===== config.mk =====
export PLATFORM = sky130hd
export DESIGN_NAME = arp_crypto_verify
export DESIGN_NICKNAME = d
export VERILOG_FILES = /design/src/rtl/arp_crypto_verify.sv
export SDC_FILE = /design/constraint.sdc
export NUM_CORES = 2
export LEC_CHECK = 0
export CAP_MARGIN = 20
export CORE_AREA = 2 2 408 410
export DETAILED_ROUTE_END_ITERATION = 16
export DIE_AREA = 0 0 410 412
export PLACE_DENSITY = 0.45
export SYNTH_ARGS = -nofsm -noshare
export SYNTH_HDL_FRONTEND = slang
export SYNTH_SLANG_ARGS = --single-unit

===== constraint.sdc =====
create_clock -name axis_aclk -period 3.03 [get_ports axis_aclk]
set_input_delay 0.606 -clock axis_aclk [delete_from_list [all_inputs] [get_ports axis_aclk]]
set_output_delay 0.606 -clock axis_aclk [all_outputs]
set_load 0.02 [all_outputs]

===== src/rtl/arp_crypto_verify.sv =====
// arp_crypto_verify: checks the 128-bit tag carried in beat 2 of ARP frames.
// ARP frames with a matching tag are forwarded after a one-beat hold.
// ARP frames with a missing or wrong tag are dropped whole.
// Other traffic passes through combinationally.
// Optional build macro: ARP_VERIFY_STRIP_EN. When it is defined, the tag field
// of forwarded beat 2 is zeroed so the tag never leaves the block.
module arp_crypto_verify #(
  parameter int unsigned C_M_AXIS_DATA_WIDTH  = 256,
  parameter int unsigned C_S_AXIS_DATA_WIDTH  = 256,
  parameter int unsigned C_M_AXIS_TUSER_WIDTH = 128,
  parameter int unsigned C_S_AXIS_TUSER_WIDTH = 128
) (
  input  logic                                 axis_aclk,
  input  logic                                 axis_reset,
  input  logic [C_S_AXIS_DATA_WIDTH-1:0]       s_axis_tdata,
  input  logic [(C_S_AXIS_DATA_WIDTH/8)-1:0]   s_axis_tkeep,
  input  logic [C_S_AXIS_TUSER_WIDTH-1:0]      s_axis_tuser,
  input  logic                                 s_axis_tvalid,
  input  logic                                 s_axis_tlast,
  output logic                                 s_axis_tready,
  output logic [C_M_AXIS_DATA_WIDTH-1:0]       m_axis_tdata,
  output logic [(C_M_AXIS_DATA_WIDTH/8)-1:0]   m_axis_tkeep,
  output logic [C_M_AXIS_TUSER_WIDTH-1:0]      m_axis_tuser,
  output logic                                 m_axis_tvalid,
  output logic                                 m_axis_tlast,
  input  logic                                 m_axis_tready,
  input  logic [31:0]                          key_word0,
  input  logic [31:0]                          key_word1,
  input  logic [31:0]                          key_word2,
  input  logic [31:0]                          key_word3,
  input  logic                                 cnt_clear,
  output logic [31:0]                          arp_pass_cnt,
  output logic [31:0]                          arp_drop_cnt
);

  localparam int unsigned DATA_W  = C_S_AXIS_DATA_WIDTH;
  localparam int unsigned KEEP_W  = C_S_AXIS_DATA_WIDTH / 8;
  localparam int unsigned USER_W  = C_S_AXIS_TUSER_WIDTH;
  localparam int unsigned TAG_LSB = 80;
  localparam int unsigned TAG_MSB = 207;
  localparam int unsigned ET_LSB  = 96;
  localparam int unsigned ET_MSB  = 111;

  localparam logic [15:0] ARP_ETHERTYPE = 16'h0608;

  // Ones over the tag field of beat 2.
  localparam logic [DATA_W-1:0] TAG_MASK =
    DATA_W'({(TAG_MSB - TAG_LSB + 1){1'b1}}) << TAG_LSB;
`ifdef ARP_VERIFY_STRIP_EN
  localparam logic [DATA_W-1:0] STRIP_MASK = ~TAG_MASK;
`else
  localparam logic [DATA_W-1:0] STRIP_MASK = {DATA_W{1'b1}};
`endif

  localparam logic [2:0] S_IDLE = 3'd0;
  localparam logic [2:0] S_HOLD = 3'd1;
  localparam logic [2:0] S_ARP2 = 3'd2;
  localparam logic [2:0] S_PASS = 3'd3;
  localparam logic [2:0] S_DROP = 3'd4;

  typedef struct packed {
    logic [DATA_W-1:0] tdata;
    logic [KEEP_W-1:0] tkeep;
    logic [USER_W-1:0] tuser;
    logic              tlast;
  } beat_t;

  logic [2:0]  state;
  logic [2:0]  nxt_state;
  beat_t       hold;
  logic        is_arp;
  logic        tag_match;
  logic        out_valid;
  logic        sel_hold;
  logic        strip;
  logic        capture;
  logic        pass_inc;
  logic        drop_inc;
  logic [31:0] pass_cnt_q;
  logic [31:0] drop_cnt_q;

  assign is_arp    = (s_axis_tdata[ET_MSB:ET_LSB] == ARP_ETHERTYPE);
  assign tag_match = (s_axis_tdata[TAG_MSB:TAG_LSB] ==
                      {key_word0, key_word1, key_word2, key_word3});

  assign arp_pass_cnt = pass_cnt_q;
  assign arp_drop_cnt = drop_cnt_q;

  // State register.
  always_ff @(posedge axis_aclk) begin
    if (axis_reset) state <= S_IDLE;
    else            state <= nxt_state;
  end

  // Next-state, handshake and counter-event decode.
  always_comb begin
    nxt_state     = state;
    s_axis_tready = 1'b0;
    out_valid     = 1'b0;
    sel_hold      = 1'b0;
    strip         = 1'b0;
    capture       = 1'b0;
    pass_inc      = 1'b0;
    drop_inc      = 1'b0;
    case (state)
      S_IDLE: begin
        if (s_axis_tvalid && is_arp) begin
          s_axis_tready = 1'b1;
          capture       = 1'b1;
          if (s_axis_tlast) drop_inc  = 1'b1;
          else              nxt_state = S_HOLD;
        end else begin
          s_axis_tready = m_axis_tready;
          out_valid     = s_axis_tvalid;
          if (s_axis_tvalid && m_axis_tready && !s_axis_tlast) nxt_state = S_PASS;
        end
      end
      S_HOLD: begin
        if (s_axis_tvalid) begin
          if (tag_match) begin
            out_valid = 1'b1;
            sel_hold  = 1'b1;
            if (m_axis_tready) nxt_state = S_ARP2;
          end else begin
            s_axis_tready = 1'b1;
            drop_inc      = 1'b1;
            nxt_state     = s_axis_tlast ? S_IDLE : S_DROP;
          end
        end
      end
      S_ARP2: begin
        s_axis_tready = m_axis_tready;
        out_valid     = s_axis_tvalid;
        strip         = 1'b1;
        if (s_axis_tvalid && m_axis_tready) begin
          pass_inc  = 1'b1;
          nxt_state = s_axis_tlast ? S_IDLE : S_PASS;
        end
      end
      S_PASS: begin
        s_axis_tready = m_axis_tready;
        out_valid     = s_axis_tvalid;
        if (s_axis_tvalid && m_axis_tready && s_axis_tlast) nxt_state = S_IDLE;
      end
      S_DROP: begin
        s_axis_tready = 1'b1;
        if (s_axis_tvalid && s_axis_tlast) nxt_state = S_IDLE;
      end
      default: nxt_state = S_IDLE;
    endcase
  end

  // Egress mux: held beat 1 or live input; payload forced to zero while idle.
  always_comb begin
    m_axis_tvalid = out_valid;
    m_axis_tdata  = '0;
    m_axis_tkeep  = '0;
    m_axis_tuser  = '0;
    m_axis_tlast  = 1'b0;
    if (out_valid) begin
      if (sel_hold) begin
        m_axis_tdata = hold.tdata;
        m_axis_tkeep = hold.tkeep;
        m_axis_tuser = hold.tuser;
        m_axis_tlast = hold.tlast;
      end else begin
        m_axis_tdata = strip ? (s_axis_tdata & STRIP_MASK) : s_axis_tdata;
        m_axis_tkeep = s_axis_tkeep;
        m_axis_tuser = s_axis_tuser;
        m_axis_tlast = s_axis_tlast;
      end
    end
  end

  // Holding register for beat 1 of an ARP frame.
  always_ff @(posedge axis_aclk) begin
    if (axis_reset) begin
      hold <= '0;
    end else if (capture) begin
      hold <= '{tdata: s_axis_tdata, tkeep: s_axis_tkeep,
                tuser: s_axis_tuser, tlast: s_axis_tlast};
    end
  end

  // Pass/drop counters; clear wins over a same-cycle increment.
  always_ff @(posedge axis_aclk) begin
    if (axis_reset || cnt_clear) begin
      pass_cnt_q <= '0;
      drop_cnt_q <= '0;
    end else begin
      if (pass_inc) pass_cnt_q <= pass_cnt_q + 32'd1;
      if (drop_inc) drop_cnt_q <= drop_cnt_q + 32'd1;
    end
  end

endmodule


-- Yosys cells after proc, flatten, opt, wreduce, memory -nomap -nowiden
Index checks and enable logic that the tools add are counted.
Widths: inputs -> output; s select.
- register bits after elaboration: 484
- input port bits: 550
- logic and storage cells: 68
- add/sub/neg operators: 2
- equal/unequal tests: 13
- mux-type cells: 36
- reduce and logical (&&, ||, !) cells: 10
- operators with widths (operator ; count):
    $mux 256 ; 2
    $mux 128 ; 2
    $eq 128x128->1 ; 1
    $add 32x1->32 const B ; 2
    $mux 32 ; 2
    $mux 3 ; 10
    $eq 16x11->1 const B ; 1
    $mux 1 ; 15
    $pmux 3 s5 ; 1
    $ne 3x3->1 const B ; 3
    $ne 2x2->1 const B ; 4
    $reduce_and 7->1 ; 1
    $eq 3x2->1 const B ; 2
    $logic_and 1x1->1 ; 5
    $pmux 1 s4 ; 1
    $eq 3x1->1 const B ; 1
    $eq 3x3->1 const B ; 1
    $logic_not 3->1 ; 1
    $pmux 1 s3 ; 1
    $mux 2 ; 1
    $pmux 1 s2 ; 1
    $reduce_or 2->1 ; 1
    $logic_not 1->1 ; 1
    $logic_or 1x1->1 ; 1

-- Logic depth before layout (Yosys ltp)
- depth after elaboration: 6
- gate-level depth with buffers: 10
- gate-level depth less buffers: 7

-- Worst setup path after synthesis
No wires, ideal clock.
- path type: input to output
- start: input port s_axis_tdata[202]
- end: output port m_axis_tdata[216]
- data arrival time: 2.466 ns
- required time: 2.424 ns
- path slack: -0.042 ns
- cell stages on the path: 10
- path buffers: 3
- cell sequence: xnor2_1 nand4_1 nor4_1 nand4_1 nor2_1 o31ai_1 buf_2 buf_2 buf_2 a21oi_1
- word-level cells in the longest chain between the ends: 6
- elaborated cells on any way between the ends: 7
- classes of those cells: eq/ne (1); mux (6)
- ends and longest elaborated chain (what ; line ; source):
    start: declaration ; 15 ; input logic [C_S_AXIS_DATA_WIDTH-1:0] s_axis_tdata,
    $eq 128x128->1 * ; 83 ; assign tag_match = (s_axis_tdata[TAG_MSB:TAG_LSB] ==
    $mux 1 * ; 120 ; if (tag_match) begin
    $mux 1 * ; 119 ; if (s_axis_tvalid) begin
    $mux 1 ; 105 ; case (state)
    $mux 256 ; 161 ; if (sel_hold) begin
    $mux 256 * ; 160 ; if (out_valid) begin
    end: declaration ; 21 ; output logic [C_M_AXIS_DATA_WIDTH-1:0] m_axis_tdata,
Mark *: on every way between the ends. The rest lies on a longest branch, timed or not.

-- Worst setup path in the final report
- start: input port s_axis_tdata[90]
- end: output port m_axis_tvalid
- word-level cells in the longest chain between the ends: 4
- ends and longest elaborated chain (what ; line ; source):
    $eq 128x128->1 ; 83 ;
    $mux 1 ; 120 ;
    $mux 1 ; 119 ;
    $pmux 1 s3 ; 105 ;
    end: declaration ; 24 ; output logic m_axis_tvalid,
No other way between the ends.

==> impl_results.md <==
- Register area share after synthesis: 38.2%
- Required time of the critical path: 2420 ps
- Crit. End Element: primary output
- Worst setup margin: -1140 ps
- Drt first pass iters: 5
- Top cells by count, synth: nand2_1, a21oi_1, dfxtp_1
- Crit path time final: 4170 ps
- Initial Utilization: 15.5%
- Startpoint Class: input pin
- Max Cap Violations: 0
- Die width: 410 µm
- Combinational share of power: 29.9%
- Switching power of the nets: 7.06 mW
- Latest clock arrival within the worst-skew pair: 660 ps
- Via count: 31,500
- WP data arrival: 3560 ps
- Worst min path class: in -> reg
- CP Class: in -> out
- Initial antenna violation count: 47
- Top_reg_cell synth: dfxtp_1
- Post-synth net total: 4,379
- CORE AREA: 0.164 mm²
- Measured slew at the worst slew-check pin: 910 ps
- Ys async rst share: 0%
- Post-synthesis cell type count: 51
- CP Cell Sequence: buf_2 -> xnor2_2 -> buf_4 -> nand4_1 -> nor4_4 -> nand4_1 -> buf_6 -> nor2_4 -> o31ai_4 -> buf_6 -> buf_12 -> inv_1 -> clkdlybuf4s50_1
- Clock power frac: 39.4%
- Synth Instances: 3,827
- Nets: 5,638
- Cell with the most instances after synthesis: nand2_1
- Drc violations: 0
- Antenna Nets Post-Route: 0
- Largest net degree at the start of global routing: 132
- FILL cells: 18,100
- Post-synth top area cell: dfxtp_1
- Setup tns final: -409,650 ps
- RSZ-0062 raised after global routing: true
- Row count: 149
- Port buffer count: 1,032
- CTS Hold Bufs: 0
- Leak: 17.4 nW
- Dpl hpwl: 119,000 µm
- Die area: 0.169 mm²
- P_int: 13.7 mW
- Peak supply drop: 0.320 mV
- Post-synth top area share: 38.2%
- Clock Path Buffers: 3
- Sw Share: 34.0%
- Clk sinks: 484
- Via-per-instance ratio: 4.29
- Hold Slack: 232 ps
- Drt total wl: 155,000 µm
- Ports: 1,033
- PD cells: 467 mW/mm²
- Cell area after synthesis: 0.0254 mm²
- CTS tree: done
- Max incr delay on CP: 590 ps
- Highest clock rate: 240 MHz
- First-pass GRT wire length: 217,000 µm
- Die extent in y: 412 µm
- Syn_area_per_cell: 6.64 µm²
- Worst-path fanout max: 26
- Skew final: 25.1 ps
- Clk slew on worst S/H paths: 60 ps
- Ys Warns: 0
- Design Power: 20.8 mW
- H-tree levels: 3
- CP max stage cell: clkdlybuf4s50_1
- Failing checks: setup timing
- Reg power frac: 30.7%
- Slew margin rel.: 39.3%
- Finish-stage setup viols: 419
- CP bufs+invs: 7
- Seq cells post-synth: 484
- Number of global-route vias before repair: 29,500
- Outcome: finished, violations left
- Root Driver: clkbuf_16
- Post-synth EDFFs: 0
- Final GP Congestion: 0.958
- Top post-synthesis cells by area: dfxtp_1, nand2_1, a21oi_1
- Total global routing track utilization: 17.5%
- Crit share post-route: 138%
- Num CTS Buffers: 67
- Layout area overhead: 75.4%
- Final Hold Vio Count: 0
- Routed length per placed instance: 21.2 µm
- DRT iter0 DRCs: 2,313
- Delay-heaviest family, CP: buffers and inverters
- Slew Viols, Final: 0
- Total grt overflow: 0
- Share of cells above drive strength 1: 24.8%
repair_timing:
| action | CTS | global route |
|---|---|---|
| gates cloned | 6 | 1 |
| setup buffers | 33 | 24 |
| hold endpoints to repair | 0 | 0 |
| gates resized for setup | 1440 | 440 |
| pin swaps | 148 | 41 |
| endpoints found under the setup margin | 454 | 419 |
power groups by stage:
stage | Combinational (mW) | Sequential (mW) | Clock (mW)
global route | 6.53 | 6.39 | 8.75
finish | 6.21 | 6.39 | 8.19
floorplan | 2.45 | 6.53 | 0
detailed placement | 6.39 | 6.53 | 0
global placement | 6.42 | 6.53 | 0
CTS | 6.19 | 6.39 | 8.50
through the flow:
stage	cell area (µm²)	setup slack [ps]	std cells	utilization, %
final	44600	-1140	7344	27.1
after global routing	44500	-1180	7337	27.1
after CTS	44300	-1140	7309	27.0
after detailed placement	41300	-2700	7158	25.1
after global placement	41300	-2700	7158	25.1
after floorplan	25600	-41.7	3827	-
registers in the layout, indices dropped and copies added, names as in the netlist:
signal        cells
arp_drop_cnt     32
arp_pass_cnt     32
hold            417
state             3
cells by family after synthesis:
group | count (synthesis) | share of synthesized area (%)
and+or+nand+nor | 1958 | 31.1
muxes | 28 | 1.10
xor gates and xnor gates | 151 | 5.21
buffers and inverters | 315 | 5.33
adders and majority gates | 2 | 0.0985
DFF | 484 | 38.2
AOI/OAI and AO/OA | 889 | 19.0
metal layers:
layer,wire (µm),track usage (%)
met5,43,0
met4,3490,4.32
met3,10800,4.00
met2,71800,28.3
met1,69200,23.4
cells in the final DEF, fill, tap and decap left out, drive strengths merged, types with 29 or more instances in the layout:
master / netlist / layout
xnor2: 135 / 135
clkdlybuf4s15: 0 / 45
clkdlybuf4s50: 0 / 385
clkbuf: 179 / 147
nand4: 68 / 68
dlygate4sd2: 0 / 224
or3: 36 / 36
nand2: 1696 / 1696
a21oi: 833 / 833
nand3: 33 / 33
buf: 124 / 786
nor2: 52 / 52
dfxtp: 484 / 484
o21ai: 29 / 29
worst min-delay path: cells and delay by family:
kind | cells | cell delay, ps
simple gates | 1 | 50
compound gates | 1 | 50
buf+inv | 1 | 110
final timing paths:
kind / startpoint / endpoint / slack [ps] / cells after the start
setup reg to reg: arp_drop_cnt[2] / arp_drop_cnt[27] / 500 / 8
hold reg to reg: hold[66] / hold[66] / 450 / 2
setup / recovery: s_axis_tdata[90] / m_axis_tvalid / -1140 / 13
hold / removal: s_axis_tdata[133] / hold[294] / 230 / 3
final cells by class:
class | count | area (µm²) | area share, %
Multi-Input combinational cell | 3028 | 15700 | 35.3
Timing Repair Buffer | 1493 | 14100 | 31.6
Sequential cell | 484 | 9690 | 21.7
Tap cell | 2189 | 2740 | 6.15
Clock buffer | 102 | 1990 | 4.47
Clock inverter | 20 | 248 | 0.556
Inverter | 12 | 45.0 | 0.101
Antenna cell | 16 | 40.0 | 0.0899
(Power assumes the default switching activity.)
